`src/rtl/uart_bus_bridge.sv`:
```
// uart_bus_bridge: turns framed UART commands into single-word bus transactions.
//   Write frame: 0x57 addr[4] data[4] -> bus write -> reply 0x4B
//   Read frame:  0x52 addr[4]         -> bus read  -> reply rdata[4], LSB first
//   Other opcode                      -> reply 0x3F, no bus access
// Optional feature macro UART_BRIDGE_ACK_TIMEOUT_EN: abort a bus access after ACK_TIMEOUT
// cycles without ack and reply 0x45.
// Ports:
//   clk, rstn                 clock, asynchronous active-low reset
//   rx_data_i, rx_ready_i     received byte and its one-cycle strobe
//   tx_data_o, tx_req_o       byte to transmit and its one-cycle strobe
//   tx_busy_i                 transmitter busy
//   bus_req_o, bus_we_o       one-cycle request strobe, write enable
//   bus_addr_o, bus_wdata_o   word address (bits [1:0] zero), write data
//   bus_rdata_i, bus_ack_i    read data, transaction complete
//   overrun_o                 sticky: byte arrived while busy with a transaction/reply
module uart_bus_bridge #(
    parameter int unsigned ACK_TIMEOUT = 1023
) (
    input  logic        clk,
    input  logic        rstn,
    input  logic [7:0]  rx_data_i,
    input  logic        rx_ready_i,
    output logic [7:0]  tx_data_o,
    output logic        tx_req_o,
    input  logic        tx_busy_i,
    output logic        bus_req_o,
    output logic        bus_we_o,
    output logic [31:0] bus_addr_o,
    output logic [31:0] bus_wdata_o,
    input  logic [31:0] bus_rdata_i,
    input  logic        bus_ack_i,
    output logic        overrun_o
);

    localparam logic [7:0] OpWrite   = 8'h57;
    localparam logic [7:0] OpRead    = 8'h52;
    localparam logic [7:0] RespWrOk  = 8'h4B;
    localparam logic [7:0] RespBadOp = 8'h3F;

    typedef enum logic [2:0] {
        StIdle, StAddr, StData, StBusReq, StBusWait, StTxSend, StTxWait
    } state_e;

    state_e      state_q;
    logic [1:0]  cnt_q;     // byte counter while collecting; reply bytes left while sending
    logic        skip_q;    // first TX_WAIT cycle, before tx_busy_i has had a chance to rise
    logic        we_q;
    logic [31:0] addr_q;
    logic [31:0] wdata_q;
    logic [31:0] reply_q;   // reply bytes, next one to send in [7:0]
    logic [7:0]  tx_data_q;
    logic        tx_req_q;
    logic        bus_req_q;
    logic        overrun_q;
    logic [31:0] ack_reply;

    assign ack_reply   = we_q ? {24'h0, RespWrOk} : bus_rdata_i;
    assign tx_data_o   = tx_data_q;
    assign tx_req_o    = tx_req_q;
    assign bus_req_o   = bus_req_q;
    assign bus_we_o    = we_q;
    assign bus_addr_o  = addr_q & ~32'h3;
    assign bus_wdata_o = wdata_q;
    assign overrun_o   = overrun_q;

`ifdef UART_BRIDGE_ACK_TIMEOUT_EN
    localparam int unsigned TimeoutW = $clog2(ACK_TIMEOUT + 1);
    logic [TimeoutW-1:0] tmo_q;
`else
    logic [31:0] unused_ack_timeout;
    assign unused_ack_timeout = ACK_TIMEOUT;
`endif

    always_ff @(posedge clk or negedge rstn) begin
        if (!rstn) begin
            state_q   <= StIdle;
            cnt_q     <= 2'd0;
            skip_q    <= 1'b0;
            we_q      <= 1'b0;
            addr_q    <= 32'h0;
            wdata_q   <= 32'h0;
            reply_q   <= 32'h0;
            tx_data_q <= 8'h0;
            tx_req_q  <= 1'b0;
            bus_req_q <= 1'b0;
            overrun_q <= 1'b0;
`ifdef UART_BRIDGE_ACK_TIMEOUT_EN
            tmo_q     <= '0;
`endif
        end else begin
            bus_req_q <= 1'b0;
            tx_req_q  <= 1'b0;
            if (rx_ready_i && (state_q inside {StBusReq, StBusWait, StTxSend, StTxWait})) begin
                overrun_q <= 1'b1;
            end
            unique case (state_q)
                StIdle: begin
                    if (rx_ready_i) begin
                        cnt_q <= 2'd0;
                        if (rx_data_i == OpWrite || rx_data_i == OpRead) begin
                            we_q    <= (rx_data_i == OpWrite);
                            state_q <= StAddr;
                        end else begin
                            reply_q <= {24'h0, RespBadOp};
                            state_q <= StTxSend;
                        end
                    end
                end
                StAddr: begin
                    if (rx_ready_i) begin
                        addr_q <= {rx_data_i, addr_q[31:8]};
                        cnt_q  <= cnt_q + 2'd1;
                        if (cnt_q == 2'd3) begin
                            if (we_q) begin
                                state_q <= StData;
                            end else begin
                                // Strobe raised here so it appears the cycle after the last byte.
                                bus_req_q <= 1'b1;
                                state_q   <= StBusReq;
                            end
                        end
                    end
                end
                StData: begin
                    if (rx_ready_i) begin
                        wdata_q <= {rx_data_i, wdata_q[31:8]};
                        cnt_q   <= cnt_q + 2'd1;
                        if (cnt_q == 2'd3) begin
                            bus_req_q <= 1'b1;
                            state_q   <= StBusReq;
                        end
                    end
                end
                StBusReq: begin
`ifdef UART_BRIDGE_ACK_TIMEOUT_EN
                    tmo_q <= '0;
`endif
                    state_q <= StBusWait;
                end
                StBusWait: begin
                    if (bus_ack_i) begin
                        cnt_q <= we_q ? 2'd0 : 2'd3;
                        if (!tx_busy_i) begin
                            // Fast path: first reply byte goes out the cycle after ack.
                            tx_req_q  <= 1'b1;
                            tx_data_q <= ack_reply[7:0];
                            reply_q   <= {8'h0, ack_reply[31:8]};
                            skip_q    <= 1'b1;
                            state_q   <= StTxWait;
                        end else begin
                            reply_q <= ack_reply;
                            state_q <= StTxSend;
                        end
                    end
`ifdef UART_BRIDGE_ACK_TIMEOUT_EN
                    else if (tmo_q == TimeoutW'(ACK_TIMEOUT - 1)) begin
                        reply_q <= 32'h0000_0045;
                        cnt_q   <= 2'd0;
                        state_q <= StTxSend;
                    end else begin
                        tmo_q <= tmo_q + TimeoutW'(1);
                    end
`endif
                end
                StTxSend: begin
                    if (!tx_busy_i) begin
                        tx_req_q  <= 1'b1;
                        tx_data_q <= reply_q[7:0];
                        reply_q   <= {8'h0, reply_q[31:8]};
                        skip_q    <= 1'b1;
                        state_q   <= StTxWait;
                    end
                end
                StTxWait: begin
                    if (skip_q) begin
                        skip_q <= 1'b0;
                    end else if (!tx_busy_i) begin
                        if (cnt_q != 2'd0) begin
                            cnt_q   <= cnt_q - 2'd1;
                            state_q <= StTxSend;
                        end else begin
                            state_q <= StIdle;
                        end
                    end
                end
                default: state_q <= StIdle;
            endcase
        end
    end

endmodule

```
`config.mk`:
```
export PLATFORM = sky130hd
export DESIGN_NAME = uart_bus_bridge
export DESIGN_NICKNAME = d
export VERILOG_FILES = /design/src/rtl/uart_bus_bridge.sv
export SDC_FILE = /design/constraint.sdc
export NUM_CORES = 1
export LEC_CHECK = 0
export BUFFER_PORTS_ARGS = -buffer_cell sky130_fd_sc_hd__buf_2
export CORE_MARGIN = 5
export CORE_UTILIZATION = 35
export CTS_BUF_LIST = sky130_fd_sc_hd__clkbuf_8
export DETAILED_ROUTE_END_ITERATION = 12
export SLEW_MARGIN = 30
export SYNTH_ARGS = -nofsm -noshare
export SYNTH_HDL_FRONTEND = slang
export SYNTH_SLANG_ARGS = --single-unit
```
`constraint.sdc`:
```
create_clock -name clk -period 2.23 [get_ports clk]
set_input_delay 0.446 -clock clk [delete_from_list [all_inputs] [get_ports clk]]
set_output_delay 0.446 -clock clk [all_outputs]
set_load 0.05 [all_outputs]
```
Word-level counts from Yosys, hierarchy flattened

Cells that the tools add are included.

Input bits: 45
Register bits: 114
Word-level logic and storage cells: 98
Output and inout bits: 76

Add/subtract/negate cells: 2
Reductions and logical operators: 18
Mux-type cells: 45
Eq/ne operators: 22

Operators by type and width:

| cell                                                                     | number |
|---|---|
| 32-bit two-way mux                                                       | 6 |
| 32-bit case mux with 3 select lines                                      | 1 |
| 3-bit two-way mux                                                        | 11 |
| 8-bit two-way mux                                                        | 3 |
| 2-bit inequality test (second input constant)                            | 11 |
| 3-bit case mux with 7 select lines                                       | 1 |
| 8-bit by 7-bit == test with 1-bit output (second input constant)         | 2 |
| 2-bit two-way mux                                                        | 8 |
| 8-bit case mux with 2 select lines                                       | 1 |
| 1-bit two-way mux                                                        | 10 |
| 3-bit == test (second input constant)                                    | 3 |
| 9-bit AND reduction                                                      | 1 |
| 2-bit case mux with 4 select lines                                       | 1 |
| 4-bit nonzero test                                                       | 2 |
| 7-bit AND reduction                                                      | 1 |
| 3-bit by 2-bit == test with 1-bit output (second input constant)         | 2 |
| 2-bit AND reduction                                                      | 3 |
| 3-bit nonzero test                                                       | 2 |
| 5-bit AND reduction                                                      | 1 |
| 2-bit by 1-bit inequality test with 1-bit output (second input constant) | 2 |
| 1-bit case mux with 2 select lines                                       | 2 |
| 4-bit AND reduction                                                      | 1 |
| 2-bit nonzero test                                                       | 2 |
| 3-bit by 1-bit == test with 1-bit output (second input constant)         | 1 |
| 9 further kinds                                                          | 9 |

Longest topological paths before layout

Gate-level depths: netlist (run 1).

Depth after elaboration: 5
Mapped depth: 8
Mapped depth without buffers: 5

Least setup slack after synthesis (run 1)

OpenSTA, ideal clock, no wires.

Kind: register -> register
Start: reg we_q, in the netlist bus_we_o
End: reg reply_q[24]
Slack: 0.382 ns
Library setup time: 0.122 ns
Data arrival time: 1.727 ns
Buffers on the path: 3
Data required time: 2.108 ns
Clock period less this slack: 1.848 ns
Stages on the path, launching flop included: 7
Path through: dfrtp_1 clkbuf_1 nor2_1 and3_1 clkbuf_1 clkbuf_1 a32o_1

Longest elaborated chain between the ends: 4

Ends and longest elaborated chain:

| item                                | RTL line | source |
|---|---|---|
| from (decl)                         | 47       | `logic we_q;` |
| from (signal assigned)              | 101      | `we_q <= (rx_data_i == OpWrite);` |
| 32-bit two-way mux                  | 57       | `assign ack_reply = we_q ? {24'h0, RespWrOk} : bus_rdata_i;` |
| 32-bit two-way mux                  | 143      | `if (!tx_busy_i) begin` |
| 32-bit two-way mux                  | 141      | `if (bus_ack_i) begin` |
| 32-bit case mux with 3 select lines | 96       | `unique case (state_q)` |
| to (signal assigned)                | 104      | `reply_q <= {24'h0, RespBadOp};` |
| to (signal assigned)                | 147      | `reply_q <= {8'h0, ack_reply[31:8]};` |
| to (signal assigned)                | 151      | `reply_q <= ack_reply;` |
| to (decl)                           | 50       | `logic [31:0] reply_q;` |

Every way passes these cells. The select of a mux whose other input is x is not followed.
A chain may end at the register's enable or synchronous reset.

Final worst setup path (run 1)

Start: reg state_q[0]
End: reg reply_q[8]

Longest elaborated chain between the ends: 3
Elaborated cells on any way between the ends: 10
Classes of those cells: eq/ne (6); mux (1); reduce/logical (3)

Ends and longest elaborated chain:

| item                                                                  | RTL line | source |
|---|---|---|
| from (decl)                                                           | 44       | `state_e state_q;` |
| from (signal assigned)                                                | 76       | `state_q <= StIdle;` |
| from (signal assigned)                                                | 102      | `state_q <= StAddr;` |
| from (signal assigned)                                                | 105      | `state_q <= StTxSend;` |
| 3-bit == test or 3-bit logical NOT (tied branches)                    | 96       |  |
| 2-bit inequality test (no line) or 3-bit nonzero test (tied branches) | -        |  |
| 5-bit AND reduction (no line)                                         | -        |  |

Several ways; a longest one is shown, not always the timed one.

==> impl_metrics.ini, run 1 <==
[sta]
rsz0062_at_grt = false
slew_headroom = 0.581
hold_violations = 0
post-route-min-period_ns = 1.98
finClkSkew_ns = 0.0107
setup_slack_ns = 0.247
tns_ns = 0
fin_worst_hold_slack_ns = 0.0228
drv_slew = 0
worstMarginPinSlew_ns = 0.628
setup_viol = 0
max_freq_mhz = 504
min_period_over_period = 0.889

[flow_run]
maxCapViolations = 0

[detailed_routing]
routed_via_density = 5.39
drt-initial-drc-count = 343
drc = 0
drt.antenna.violating_nets = 0
first_pass_iters = 4
via_count = 3979
wire_per_inst_um = 17.9
drt-total-wl_um = 13200

[synthesis]
synth_top_area_frac = 0.542
ys.flop_type = dfrtp_1
ys_seq_area_frac = 0.542
synth_cell_types = 48
async_reset_ff_frac = 1.00
synth_area_leaders = dfrtp_1, mux2_2, o21ai_0
yosysTopAreaCell = dfrtp_1
synth_edf_count = 0
synth_compound_area_frac = 0.140
synth-adder-area-share = 0
synthCells = 429
synth_warnings = 0
synth_top_family_by_area = multiplexers
synth.area.mux_share = 0.196
synth.most_common_cell = dfrtp_1
synth-seq-cells = 112
netlist_area_um2 = 5170
ys_top_cells_by_count = dfrtp_1, mux2_2, o21ai_0
synthXorXnorAreaFrac = 0.00435
synth-simple-area-share = 0.0755
syn_avg_cell_area_um2 = 12.1

[setup_path]
path_cells = buf_4 > nor2_1 > and3_1 > a211oi_1 > a2bb2oi_1
cp.arrival_ns = 2.29
worstSetupPathType = reg2reg
crit_required_ns = 2.54
crit_path_top_delay_cell = and3_1
cp_top_family = simple AND/OR/NAND/NOR gates
cp_max_fo = 15
max_stage_delay_ns = 0.58
crit_path_start_kind = flop
crit_path_end_kind = flop
path_buf_inv = 1

[place]
pre_cts_slack_ns = 0.230
hpwl_um = 9520
port_buffers = 118
routabilityCongestion = 0.836
place_area_um2 = 6090
post-place-cells = 722

[global_routing]
grt_pass1_wl_um = 21700
grt_overflow_total = 0
grt_use_total = 0.154
antenna_found_initial = 2
grt_pass1_vias = 4160
grt_start_max_net_pins = 42

[floorplanning]
core_um2 = 14500
core.rowCount = 44
start_util = 0.356
ios = 121
die_area_um2 = 17300
die_y_um = 132
die_w_um = 132

[pwr]
finalPower_mw = 9.33
ir_worst_vdd_mv = 1.23
p_leak_nw = 3.05
p_per_area_nw_per_um2 = 1480

[clock_network]
clk_path_buf_depth = 2
postCtsSetupRepairBufs = 0
htreeDepth = 3
clock_sinks = 112
cts_resized = 0
tritoncts = built
cts_hold_buf = 0
clkTransAtPathRegs_ns = 0.11
root_buffer = clkbuf_8
clk_latency_ns = 0.39
cts_made_buffers = 9

[cells_and_area]
fin_area_um2 = 6290
finalNetCount = 594
areaGrowthSynthToFinish_pct = 21.6
drive_gt1_frac = 0.421
final_util = 0.433
regArea_um2 = 2800
multiInputGateArea_um2 = 2160
fin_cells = 738
diodes = 0
nFillCells = 1381

[worst_hold_path]
min_path_type = in2async

[status]
status = complete, no violations
-- placed cells by master, fill, tap and decap left out, types with 10 or more instances in the layout --
cell type,count
a21oi_1,16
a2bb2oi_1,10
a32o_1,13
buf_2,117
buf_4,19
clkbuf_8,10
dfrtp_1,112
mux2_2,60
mux2i_1,14
nand2_1,27
nor2_1,14
o21ai_0,36
-- sequential cells by signal, indices dropped and copies added (netlist names), 2 cells and up --
register / count
cnt_q: 2
state_q: 3
reply_q: 32
tx_data_o: 8
addr_q: 30
bus_wdata_o: 32
-- metal layers --
metal | up-vias | share of wire | track usage
met4 | 4 | 0.015 | 0.0366
met1 | 1968 | 0.41 | 0.192
met5 | - | 0.0016 | 0
met3 | 25 | 0.12 | 0.0910
met2 | 182 | 0.45 | 0.231
li1 | 1800 | - | -
-- path summary, 6_finish.rpt --
check,start,depth (start not counted),slack (ns),endpoint
setup reg to reg,state_q[0]$_DFFE_PN0P_,5,0.25,reply_q[8]$_DFFE_PN0P_
max in group asynchronous,rstn,2,1.60,addr_q[5]$_DFFE_PN0P_
hold / removal,rstn,1,0.02,reply_q[23]$_DFFE_PN0P_
min in group clk,rx_data_i[5],2,0.30,bus_wdata_o[29]$_DFFE_PN0P_
setup / recovery,state_q[0]$_DFFE_PN0P_,5,0.25,reply_q[8]$_DFFE_PN0P_
hold reg to reg,overrun_o$_DFFE_PN0P_,1,0.47,overrun_o$_DFFE_PN0P_
-- cell families (layout without fill, tap and decap cells) --
family	Yosys count	after routing
multiplexers	89	89
flip-flops	112	112
other	1	2
AO/OA/AOI/OAI	108	108
AND/OR/NAND/NOR	76	76
XOR/XNOR	1	1
buffers and inverters	42	166
-- where the power goes --
group / leakage, nW / internal [mW] / switching [mW] / total [mW]
combinational: 1.51 / 1.60 / 3.25 / 4.84
sequential: 1.44 / 2.72 / 0.551 / 3.27
clock: 0.0988 / 0.467 / 0.749 / 1.22
total: 3.05 / 4.78 / 4.55 / 9.33
-- final cells by class --
cell class,instances,share of cell area
sequential,112,0.446
timing repair buffer,143,0.138
tap,184,0.0366
clock buffer,10,0.0219
inverter,7,0.00418
clock inverter,6,0.00935
multi-input combinational,276,0.344
No activity file was read; power rests on OpenSTA's default activity.
==> run 2: changes to the inputs <==
--- a/config.mk
+++ b/config.mk
@@ -10,6 +10,7 @@
 export CORE_UTILIZATION = 35
 export CTS_BUF_LIST = sky130_fd_sc_hd__clkbuf_8
 export DETAILED_ROUTE_END_ITERATION = 12
+export HOLD_SLACK_MARGIN = 0.08
 export SLEW_MARGIN = 30
 export SYNTH_ARGS = -nofsm -noshare
 export SYNTH_HDL_FRONTEND = slang
==> constraint.sdc (replaced) <==
create_clock -name clk -period 2.6 [get_ports clk]
set_input_delay 0.52 -clock clk [delete_from_list [all_inputs] [get_ports clk]]
set_output_delay 0.52 -clock clk [all_outputs]
set_load 0.05 [all_outputs]
==> run 2 against run 1 <==
Hold slack improved by 0.072 ns; largest power group unchanged; routed wire length is 1.2% lower; fmax is 7.2% lower; clock skew up 0.00084 ns; combinational power is 17% lower; design area shrank 2.4%; clock power is 19% lower; highest routed layer unchanged.
==> impl_metrics.ini, run 2 (same netlist as run 1, synthesis figures left out) <==
[status]
status = complete, no violations

[sta]
fin_worst_hold_slack_ns = 0.0947
post-route-min-period_ns = 2.14
min_period_over_period = 0.822
setup_viol = 0
slew_headroom = 0.519
worstMarginPinSlew_ns = 0.719
max_freq_mhz = 468
rsz0062_at_grt = false
hold_violations = 0
drv_slew = 0
setup_slack_ns = 0.464
tns_ns = 0
finClkSkew_ns = 0.0116

[cells_and_area]
fin_cells = 730
fin_area_um2 = 6140
finalNetCount = 586
diodes = 0
areaGrowthSynthToFinish_pct = 18.7
drive_gt1_frac = 0.410
mostFrequentLayoutCells = buf_2, dfrtp_1, mux2_2, o21ai_0, nand2_1
final_common_cell = buf_2
final_util = 0.422

[detailed_routing]
wire_per_inst_um = 17.9
first_pass_iters = 4
drc = 0
routed_via_density = 5.27
drt-total-wl_um = 13000
drt.antenna.violating_nets = 0
via_count = 3847
drt-initial-drc-count = 203

[place]
hpwl_um = 9360
routabilityCongestion = 0.818
post-place-cells = 714
pre_cts_slack_ns = 0.453
port_buffers = 118
place_area_um2 = 5960

[floorplanning]
ios = 121
core_um2 = 14500
core.rowCount = 44
die_y_um = 132
die_w_um = 132
die_area_um2 = 17300
start_util = 0.356

[clock_network]
clk_latency_ns = 0.39
tritoncts = built
clk_path_buf_depth = 2
clock_sinks = 112
clkTransAtPathRegs_ns = 0.10
cts_hold_buf = 0
htreeDepth = 3
postCtsSetupRepairBufs = 0
root_buffer = clkbuf_8
cts_resized = 0
cts_made_buffers = 9

[worst_hold_path]
min_path_type = in2async

[global_routing]
grt_pass1_vias = 4086
grt_overflow_total = 0
grt_pass1_wl_um = 21600
grt_use_total = 0.151
grt_start_max_net_pins = 55
antenna_found_initial = 1

[pwr]
p_leak_nw = 2.99
ir_worst_vdd_mv = 1.13
p_int_mw = 3.97
p_sw_frac = 0.490
finalPower_mw = 7.80
pwr-share-comb = 0.515
p_sw_mw = 3.82
p_per_area_nw_per_um2 = 1270
p_seq_frac = 0.358
p_clk_frac = 0.127

[setup_path]
crit_path_end_kind = flop
crit_required_ns = 2.88
cp.arrival_ns = 2.41
cp_max_fo = 24
worstSetupPathType = reg2reg
crit_path_start_kind = flop

[flow_run]
maxCapViolations = 0
==> run 2: changes by cell type in the layout (fill, tap and decap cells not counted) <==
| cell | change |
|---|---|
| clkinv_4 | -1 |
| buf_12 | -6 |
| clkinv_2 | +1 |
| inv_6 | +2 |
| inv_8 | -3 |
| buf_4 | -2 |
| inv_1 | +1 |
==> run 2: layer usage <==
| layer | wire length, um | global-route usage | vias to the layer above | share of wire |
|---|---|---|---|---|
| li1 | - | - | 1785 | - |
| met1 | 5520 | 0.190 | 1876 | 0.42 |
| met2 | 5830 | 0.236 | 167 | 0.45 |
| met3 | 1460 | 0.0692 | 17 | 0.11 |
| met4 | 210 | 0.0429 | 2 | 0.016 |
| met5 | 7 | 0 | - | 0.00054 |
==> run 2: cell type report <==
cell class	instances	area [um2]
Fill cell	1415	8400
Sequential cell	112	2800
Multi-Input combinational cell	276	2160
Timing Repair Buffer	135	733
Tap cell	184	230
Clock buffer	10	138
Clock inverter	6	42.5
Inverter	7	26.3
==> run 2: final timing paths <==
path	from	endpoint	slack, ns	depth (start not counted)
setup / recovery	state_q[0]$_DFFE_PN0P_	reply_q[16]$_DFFE_PN0P_	0.46	4
hold / removal	rstn	reply_q[28]$_DFFE_PN0P_	0.09	1
setup reg to reg	state_q[0]$_DFFE_PN0P_	reply_q[16]$_DFFE_PN0P_	0.46	4
hold reg to reg	overrun_o$_DFFE_PN0P_	overrun_o$_DFFE_PN0P_	0.47	1
max in group asynchronous	rstn	tx_data_o[2]$_DFFE_PN0P_	1.80	2
min in group clk	rx_data_i[5]	bus_wdata_o[29]$_DFFE_PN0P_	0.39	2
==> run 2: worst max-delay path: stages (launching register included) <==
cell and delay, ns:
dfrtp_1 0.59, nor3b_1 0.52, a31o_1 0.21, buf_4 0.32, mux2_2 0.37
==> run 2: power groups by stage <==
stage	combinational [mW]	sequential (mW)	clock, mW
after floorplan	1.59	4.23	0
after global placement	3.98	2.80	0
after detailed placement	4.03	2.83	0
after CTS	4.04	2.80	1.05
after global routing	4.27	2.89	1.11
final	4.02	2.79	0.989
==> run 3: changes to the inputs <==
--- a/config.mk
+++ b/config.mk
@@ -5,6 +5,7 @@
 export SDC_FILE = /design/constraint.sdc
 export NUM_CORES = 1
 export LEC_CHECK = 0
+export ABC_AREA = 1
 export BUFFER_PORTS_ARGS = -buffer_cell sky130_fd_sc_hd__buf_2
 export CORE_MARGIN = 5
 export CORE_UTILIZATION = 35
==> constraint.sdc (replaced) <==
create_clock -name clk -period 1.9 [get_ports clk]
set_input_delay 0.38 -clock clk [delete_from_list [all_inputs] [get_ports clk]]
set_output_delay 0.38 -clock clk [all_outputs]
set_load 0.05 [all_outputs]
==> run 3 against run 2 <==
Hold slack improved by 0.18 ns; worst setup slack worse by 0.26 ns; global-route usage rose by 1.2 points; sequential power is 48% higher; via count is 28% higher; design area rose by 8.5%; clock skew barely moved; synthesized area is 8.2% higher; first-iteration DRC count up 72%; fmax rose by 26%; highest routed layer is now met4; sequential share of layout area decreased by 3.6 points.
==> impl_metrics.ini, run 3 <==
[synthesis]
synth_top_family_by_area = simple AND/OR/NAND/NOR gates
synth-seq-cells = 112
ys.flop_type = dfrtp_1
syn_avg_cell_area_um2 = 7.83
synth_top_area_frac = 0.501
synth-adder-area-share = 0
synth_edf_count = 0
synth.most_common_cell = nand2_1
synth-simple-area-share = 0.340
async_reset_ff_frac = 1.00
netlist_area_um2 = 5600
synthXorXnorAreaFrac = 0
synth_area_leaders = dfrtp_1, nand2_1, nand3_1
synth.area.mux_share = 0.0121
synth_cell_types = 30
yosysTopAreaCell = dfrtp_1
synth_warnings = 0
ys_top_cells_by_count = nand2_1, dfrtp_1, nand3_1
synth_compound_area_frac = 0.0724
ys_seq_area_frac = 0.501
synthCells = 715

[detailed_routing]
via_count = 4921
wire_per_inst_um = 13.9
drt-total-wl_um = 14600
drt.antenna.violating_nets = 0
routed_via_density = 4.68
first_pass_iters = 5
drc = 0
drt-initial-drc-count = 349

[global_routing]
grt_pass1_vias = 4670
grt_use_total = 0.164
grt_overflow_total = 0
grt_pass1_wl_um = 24100
grt_start_max_net_pins = 55
antenna_found_initial = 0

[clock_network]
root_buffer = clkbuf_8
htreeDepth = 3
clkTransAtPathRegs_ns = 0.10
cts_made_buffers = 9
clk_path_buf_depth = 2
tritoncts = built
clock_sinks = 112
clk_latency_ns = 0.39

[worst_hold_path]
holdPathEnd = bus_wdata_o[29]$_DFFE_PN0P_
hp-start = rx_data_i[5]
hold_path_depth = 3
min_path_type = in2reg

[place]
port_buffers = 118
routabilityCongestion = 0.852
place_area_um2 = 6480
hpwl_um = 10700

[sta]
min_period_over_period = 0.895
max_freq_mhz = 588
setup_viol = 0
rsz0062_at_grt = false
drv_slew = 0
finClkSkew_ns = 0.0111
hold_violations = 0
post-route-min-period_ns = 1.70
tns_ns = 0

[setup_path]
max_stage_delay_ns = 0.52
reg2reg_depth = 7
r2r-end = tx_data_o[6]$_DFFE_PN0P_
crit_required_ns = 2.18
worstSetupPathType = reg2reg
crit_path_end_kind = flop
cp_top_family = buffers and inverters
cp.arrival_ns = 1.98
crit_path_start_kind = flop
path_cells = inv_2 > nand2_1 > inv_2 > nand3_4 > inv_2 > nand3_1 > o21a_1
cp_max_fo = 11
path_buf_inv = 3
reg2reg_slack_ns = 0.20
reg2reg_from = state_q[1]$_DFFE_PN0P_
cp_common_cell = inv_2
crit_path_top_delay_cell = dfrtp_1

[pwr]
pwr-share-comb = 0.565
p_seq_frac = 0.332
p_per_area_nw_per_um2 = 1860
ir_worst_vdd_mv = 0.936
p_sw_frac = 0.537
p_int_mw = 5.74
p_clk_frac = 0.103
finalPower_mw = 12.4
p_sw_mw = 6.67
p_leak_nw = 3.73

[floorplanning]
die_area_um2 = 18600
die_y_um = 136
core_um2 = 15800
ios = 121
start_util = 0.355
die_w_um = 136
core.rowCount = 46

[cells_and_area]
mostFrequentLayoutCells = nand2_1, buf_2, dfrtp_1, nand3_1, nor2_1
areaGrowthSynthToFinish_pct = 19.0
finalNetCount = 877
diodes = 0
final_common_cell = nand2_1
drive_gt1_frac = 0.236
fin_area_um2 = 6660

[status]
status = complete, no violations

[flow_run]
maxCapViolations = 0
run 3: changes by cell type in the layout (fill, tap and decap cells not counted), moves of 10 or more:
cell / change
nand3_1: +69
nand2_1: +278
nor2_1: +29
a2bb2oi_1: -10
a32o_1: -13
mux2i_1: -14
inv_1: +31
mux2_2: -54
run 3: logic make-up (layout without fill, tap and decap cells):
kind of cell / Yosys count / count (layout)
AO/OA/AOI/OAI: 66 / 66
buffers and inverters: 82 / 201
flip-flops: 112 / 112
multiplexers: 6 / 6
AND/OR/NAND/NOR: 448 / 448
other: 1 / 2
run 3: worst max-delay path by stage:
stage / start / endpoint / slack, ns / depth (start not counted)
3_5_place_dp: rx_data_i[5] / reply_q[11]$_DFFE_PN0P_ / 0.12 / 9
3_3_place_gp: rx_data_i[5] / reply_q[2]$_DFFE_PN0P_ / 0.18 / 9
4_1_cts: state_q[1]$_DFFE_PN0P_ / reply_q[11]$_DFFE_PN0P_ / 0.1 / 7
2_1_floorplan: bus_we_o$_DFFE_PN0P_ / reply_q[6]$_DFFE_PN0P_ / 0.33 / 7
6_report: state_q[1]$_DFFE_PN0P_ / tx_data_o[6]$_DFFE_PN0P_ / 0.20 / 7
5_1_grt: state_q[1]$_DFFE_PN0P_ / tx_data_o[6]$_DFFE_PN0P_ / 0.04 / 7
run 3: power by group through the flow:
stage | clock network, mW | registers, mW | logic [mW]
floorplan | 0 | 6.40 | 3.08
global placement | 0 | 4.14 | 6.99
detailed placement | 0 | 4.16 | 7.06
CTS | 1.34 | 4.12 | 7.07
global route | 1.43 | 4.26 | 7.66
finish | 1.28 | 4.12 | 7.01
run 3: tightest hold or removal path, stage by stage:
cell     delay (ns)
buf_2          0.09
inv_1          0.09
o21ai_2        0.07
run 3: layout make-up:
cell class                      count  area [um2]
Fill cell                        1704        9110
Sequential cell                   112        2800
Multi-Input combinational cell    522        2390
Timing Repair Buffer              144         878
Tap cell                          216         270
Inverter                           43         161
Clock buffer                        9         124
Clock inverter                      5        37.5
run 3: per-layer routing:
layer / share of wire / GRT usage / vias up
met5: 0 / 0 / -
met3: 0.046 / 0.0229 / 17
met4: 0.021 / 0.0633 / 0
li1: - / - / 2511
met1: 0.47 / 0.231 / 2259
met2: 0.47 / 0.255 / 134
run 3: timing repair:
action / 4_1_cts / 5_1_grt
setup endpoints to repair: 0 / 18
buffers inserted: 0 / 0
gates resized for setup: 0 / 1
hold buffers: 1 / 0
endpoints found under the hold margin: 20 / 0
run 3: per-stage QoR:
stage | utilization | cells | setup WS, ns | hold WS [ns]
after global placement | 0.411 | 1036 | 0.182 | 0.310
after global routing | 0.422 | 1051 | 0.0433 | 0.284
final | 0.422 | 1051 | 0.200 | 0.274
after detailed placement | 0.411 | 1036 | 0.123 | 0.309
after floorplan | - | 716 | 0.331 | 0.0844
after CTS | 0.422 | 1051 | 0.0979 | 0.250
